--- config.mk ---
export PLATFORM = sky130hd
export DESIGN_NAME = dffram_256x16_wrap_flat
export DESIGN_NICKNAME = d
export VERILOG_FILES = /design/src/rtl/dffram_256x16_wrap_if.sv /design/src/rtl/dffram_256x16_wrap.sv /design/src/flat_wrapper.sv
export SDC_FILE = /design/constraint.sdc
export NUM_CORES = 2
export LEC_CHECK = 0
export CELL_PAD_IN_SITES_DETAIL_PLACEMENT = 1
export CELL_PAD_IN_SITES_GLOBAL_PLACEMENT = 1
export CORE_ASPECT_RATIO = 0.7
export CORE_MARGIN = 4
export CORE_UTILIZATION = 24
export DETAILED_ROUTE_END_ITERATION = 10
export PLACE_DENSITY_LB_ADDON = 0.15
export SLEW_MARGIN = 5
export SYNTH_ARGS = -nofsm -noshare
export SYNTH_HDL_FRONTEND = slang
export SYNTH_SLANG_ARGS = --single-unit
--- constraint.sdc ---
create_clock -name clk_i -period 5.4 [get_ports clk_i]
set_input_delay 0.54 -clock clk_i [delete_from_list [all_inputs] [get_ports clk_i]]
set_output_delay 0.54 -clock clk_i [all_outputs]
set_load 0.02 [all_outputs]
--- src/rtl/dffram_256x16_wrap_if.sv ---
// RAM port bundle: enable, byte write enables, address, write data, read data.
// master drives the request side; slave is the RAM and returns Do0.
interface dffram_256x16_wrap_if #(
  parameter int WSIZE = 2
);
  logic               EN0;
  logic [WSIZE-1:0]   WE0;
  logic [9:0]         A0;
  logic [WSIZE*8-1:0] Di0;
  logic [WSIZE*8-1:0] Do0;

  modport master (
    output EN0,
    output WE0,
    output A0,
    output Di0,
    input  Do0
  );

  modport slave (
    input  EN0,
    input  WE0,
    input  A0,
    input  Di0,
    output Do0
  );
endinterface

--- src/rtl/dffram_256x16_wrap.sv ---
// 256x16 flop RAM, per-byte writes, registered read-first read port.
// Ports: clk_i, rst_ni (sync, active-low), bus (slave), optional VPWR/VGND.
module dffram_256x16_wrap #(
  parameter int WSIZE = 2
) (
`ifdef USE_POWER_PINS
  inout  wire  VPWR,
  inout  wire  VGND,
`endif
  input  logic clk_i,
  input  logic rst_ni,
  dffram_256x16_wrap_if.slave bus
);

  localparam int DW = WSIZE * 8;

  logic [DW-1:0] mem [256];
  logic [DW-1:0] do_q;
  logic [7:0]    addr;
  logic          unused_hi;

  // Upper address bits alias onto the same 256 words.
  assign addr      = bus.A0[7:0];
  assign unused_hi = ^bus.A0[9:8];
  assign bus.Do0   = do_q;

  always_ff @(posedge clk_i) begin
    if (!rst_ni) begin
      do_q <= '0;
    end else if (bus.EN0) begin
      do_q <= mem[addr];
    end
  end

  // Storage is never reset; a write sampled during reset is dropped.
  for (genvar b = 0; b < WSIZE; b++) begin : g_lane
    always_ff @(posedge clk_i) begin
      if (rst_ni && bus.EN0 && bus.WE0[b]) begin
        mem[addr][b*8 +: 8] <= bus.Di0[b*8 +: 8];
      end
    end
  end

endmodule

--- src/flat_wrapper.sv ---
// flat-port wrapper written by rule: the top's interface ports become plain ports
module dffram_256x16_wrap_flat 
#(
  parameter int WSIZE = 2
)
  (clk_i, rst_ni, bus_EN0, bus_WE0, bus_A0, bus_Di0, bus_Do0);
  dffram_256x16_wrap_if #(.WSIZE(WSIZE)) bus_i ();
  input  logic clk_i;
  input  logic rst_ni;
  input wire logic [$bits(bus_i.EN0)-1:0] bus_EN0;
  input wire logic [$bits(bus_i.WE0)-1:0] bus_WE0;
  input wire logic [$bits(bus_i.A0)-1:0] bus_A0;
  input wire logic [$bits(bus_i.Di0)-1:0] bus_Di0;
  output wire logic [$bits(bus_i.Do0)-1:0] bus_Do0;
  assign bus_i.EN0 = bus_EN0;
  assign bus_i.WE0 = bus_WE0;
  assign bus_i.A0 = bus_A0;
  assign bus_i.Di0 = bus_Di0;
  assign bus_Do0 = bus_i.Do0;
  dffram_256x16_wrap #(.WSIZE(WSIZE)) u_core (.clk_i(clk_i), .rst_ni(rst_ni), .bus(bus_i));
endmodule
## Word-level counts from Yosys, hierarchy flattened

Memories as Yosys holds them, arrays and structs flattened. A register that Yosys moved wholly into a read port is not among the register bits.
Index checks and enable logic that the tools add are counted.

| word-level totals | value |
|---|---|
| flip-flop bits (word level) | 0 |
| memory bits (writable) | 4096 |
| memories kept | 1 |
| input bits | 31 |

Memories:

| memory | depth | width | rd ports | clocked after Yosys merged registers in | write ports | line | text |
|---|---|---|---|---|---|---|---|
| u_core.mem | 256 | 16 | 1 | 1 | 1 | dffram_256x16_wrap.sv:17 | `logic [DW-1:0] mem [256];` |

| operators by class | value |
|---|---|
| reduce and logical (&&, ||, !) cells | 4 |
| multiplexer cells | 4 |

Operator list:

| kind | number |
|---|---|
| 2-to-1 mux 1 bit | 4 |
| logical AND 1 bit | 3 |
| zero test 1 bit | 1 |

## Longest topological paths before layout

| depth | value |
|---|---|
| word-level depth | 4 |
| depth in mapped cells | 14 |

## Least setup slack after synthesis

Ideal clock, no wire load.

| timing path | value |
|---|---|
| path kind | input port to flip-flop |
| from | in bus_A0[1] |
| to | mem u_core.mem[34][10] (netlist bit) (enable) |
| path slack | 2451 ps |
| cell stages on the path | 10 |
| data required time | 5030 ps |
| arrival time | 2579 ps |
| library setup time | 370 ps |
| path through | buf_4 buf_6 buf_4 buf_4 buf_2 buf_2 nor2b_1 nand2_1 clkbuf_1 nor2_1 |

RTL lines:

| item | line | text |
|---|---|---|
| from (decl) | flat_wrapper.sv:12 | `input wire logic [$bits(bus_i.A0)-1:0] bus_A0;` |
| to (decl) | dffram_256x16_wrap.sv:17 |  |

No word-level cell before the write port.

==> results_dict.tcl <==
set metrics [dict create \
    critPathSlowestCell "o21ai_0" \
    skew_ps 45.2 \
    synth_top_area_frac 0.770 \
    setup_violations 0 \
    synth_fp_nets 7450 \
    vias_per_cell 4.61 \
    drv_cap 0 \
    min_from "bus_Di0[14]" \
    cts_hold_buf 4 \
    cts_resized 0 \
    start_util 0.241 \
    synth_async_sr_flop_share 0 \
    wl_per_cell_um 31.4 \
    gp_congestion 0.752 \
    clockRootBuffer "clkbuf_16" \
    boundaryPins 47 \
    layout.nets 8151 \
    ant_nets 0 \
    syn_inst 7419 \
    cts_tree "built" \
    syn_area_um2 160000 \
    cpLargestDelayFamily "compound AO/OA/AOI/OAI gates" \
    clk_pin_slew_ps 60 \
    path_cells "buf_16 -> and2_4 -> buf_4 -> a22oi_1 -> a22oi_1 -> o211ai_1 -> o21ai_0 -> o311a_1 -> o21ai_1" \
    power.leakage_nw 58.2 \
    synthFlopType "edfxtp_1" \
    maxSlewViolCount 0 \
    max_freq_mhz 280 \
    overflow 0 \
    crit_type "input pin to flip-flop" \
    antenna_found_initial 99 \
    drt_iter0_markers 8312 \
    rows 250 \
    synth.distinct_cells 54 \
    rsz0062_at_grt "false" \
    yosys_warnings 0 \
    fin_total_pwr_w 0.0683 \
    fin_crit_sh 0.661 \
    die_x_um 983 \
    finalHoldWorstSlack_ps 59.7 \
    vias 79700 \
    wl_met3_um 42400 \
    cp-end-kind "flip-flop" \
    wl_met1_um 263000 \
    crit_fanout 77 \
    dp_hpwl_um 349000 \
    grt_max_degree 153 \
    min_period_ps 3570 \
    wl_met2_um 228000 \
    htreeDepth 5 \
    clock_latency_ps 960 \
    hold_viol_final 0 \
    die_h_um 690 \
    clock_sinks 4112 \
    crit_path_frequent_cell "a22oi_1" \
    synth_top_area_cell "edfxtp_1" \
    top_layer "met5" \
    crit_path_start "bus_A0[0]" \
    syn_area_per_cell_um2 21.5 \
    track_usage 0.156 \
    pre_cts_ws_ps 838 \
    slew_headroom 0.141 \
    post_cts_buffers 0 \
    worstMarginPinSlew_ps 1290 \
    ys_ff_latch 4112 \
    layout-drive-gt1-share 0.280 \
    cts_buffer_depth 4 \
    start_kind "input pin" \
    hold_path.class "input pin to flip-flop" \
    portBuffers 44 \
    cp.required_ps 6240 \
    drc_errors 0 \
    grt_pass1_vias 83800 \
    powerDensity_nw_per_um2 362 \
    fin_ws_ps 1830 \
    synthTopCellsByArea "edfxtp_1, mux4_2, mux2i_1" \
    drt_pass1_iterations 5 \
    cts_buffers 418 \
    finalSetupTns_ps 0 \
    drt_wl_total_um 544000 \
    critPathArrivalTime_ps 4410 \
    crit_buf_inv 2 \
    seq_area_frac_synth 0.772 \
    synth_edf_count 4096 \
    grt_pass1_wl_um 738000 \
    die_area_um2 678000 \
    irDropWorstVdd_mv 0.264 \
    utilization 0.285 \
    cpPeakStageDelay_ps 830 \
    status "complete, no violations" \
    area_delta_synth_final_pct 18.1 \
    core_area_um2 663000 \
    reg2reg_from "u_core.mem[70][12]" \
]
==> cells by family (layout without fill, tap and decap cells) <==
group / count (synthesis) / after routing / share of synthesized area
flip-flops: 4112 / 4112 / 0.772
multiplexers: 1320 / 1320 / 0.160
AND/OR/NAND/NOR: 949 / 949 / 0.0246
AO/OA/AOI/OAI: 566 / 566 / 0.0250
buffers and inverters: 472 / 1523 / 0.0176
other: 0 / 16 / 0
==> power breakdown <==
group | total (W) | leakage (nW) | switching, W | internal [W]
Sequential | 0.0352 | 36.9 | 0.0000392 | 0.0351
Combinational | 0.00376 | 14.6 | 0.00258 | 0.00118
Clock | 0.0293 | 6.60 | 0.0128 | 0.0165
Total | 0.0683 | 58.2 | 0.0155 | 0.0528
==> synthesized netlist by cell type, types with 7 or more instances <==
library cell  instances
clkbuf_1            177
nor2b_1              21
o21ai_1              23
mux2_2               20
edfxtp_1           4096
a22oi_1             151
nor4_1                7
nor3_1               22
buf_6                64
o31ai_1               8
and3_1               12
o21ai_0              55
dfxtp_1              16
a211oi_1             14
a31oi_1              40
a32oi_1              16
buf_2               108
nand2b_1             15
nand3_1              83
a21oi_1              65
o211ai_1              8
buf_4               100
mux4_2              986
nand2_1             195
nor2_1              557
and2_1                7
buf_1                15
nand4_1              22
a221oi_1             48
o22ai_1              48
a22o_1               22
o311a_1               8
mux2i_1             314
o221ai_1             21
==> final timing paths <==
| check | end | slack (ps) | depth (start not counted) |
|---|---|---|---|
| min reg2reg | u_core.bus.Do0[11] | 590 | 2 |
| min | u_core.mem[22][14] | 60 | 1 |
| max | u_core.bus.Do0[13] | 1830 | 9 |
| max reg2reg | u_core.bus.Do0[12] | 2440 | 6 |
==> metal layers <==
layer / global-route usage / up-vias
met3: 0.0426 / 589
met2: 0.222 / 2425
met4: 0.0285 / 30
met1: 0.237 / 44100
met5: 0.00112 / -
li1: - / 32600
==> cell usage in the layout, fill, tap and decap left out, types with 12 or more instances in the layout <==
master           Yosys  routed
clkdlybuf4s50_1      0      18
clkinvlp_4           0      19
o21ai_0             55      55
dfxtp_1             16      16
buf_12               2      77
edfxtp_1          4096    4096
buf_4              100     628
a211oi_1            14      14
nor3_1              22      19
clkinv_1             1     112
o21ai_1             23      23
buf_8                1      17
and3_1              12      12
clkinv_2             0      81
clkbuf_1           177      64
mux2i_1            314     314
a32oi_1             16      16
a21oi_1             65      65
nand2_1            195     179
nand4_1             22      22
mux2_2              20      20
bufinv_16            0      44
clkbuf_16            0     424
o221ai_1            21      21
inv_6                0      13
mux4_2             986     986
o22ai_1             48      48
a31oi_1             40      40
nor2_1             557     551
diode_2              0      16
a22o_1              22      22
nand3_1             83      83
a22oi_1            151     151
a221oi_1            48      48
nor2b_1             21      13
nand2_4              0      16
nand2b_1            15      15
==> through the flow <==
stage,area [um2],std cells
final,189000,17300
after global routing,188000,17300
after CTS,188000,17300
after detailed placement,175000,16500
after global placement,175000,16500
after floorplan,160000,7419
==> worst reg2reg max path: stages, from the launching register on <==
cell and delay (ps):
edfxtp_1 380, mux4_2 500, mux2i_1 450, o22ai_1 160, o21ai_0 700, o311a_1 540
o21ai_1 100
==> registers in the layout (all words and copies together) (netlist names) <==
register,cells
u_core.mem,4096
u_core.bus.Do0,16
==> cell type report <==
class	count	area, um2
clock buffer	488	10900
inverter	3	21.3
clock inverter	282	2680
multi-input combinational	2835	33700
sequential	4112	123000
tap	8820	11000
fill	67100	474000
antenna	16	40.0
timing repair buffer	750	6810
Power figures use the tool's default switching activity.
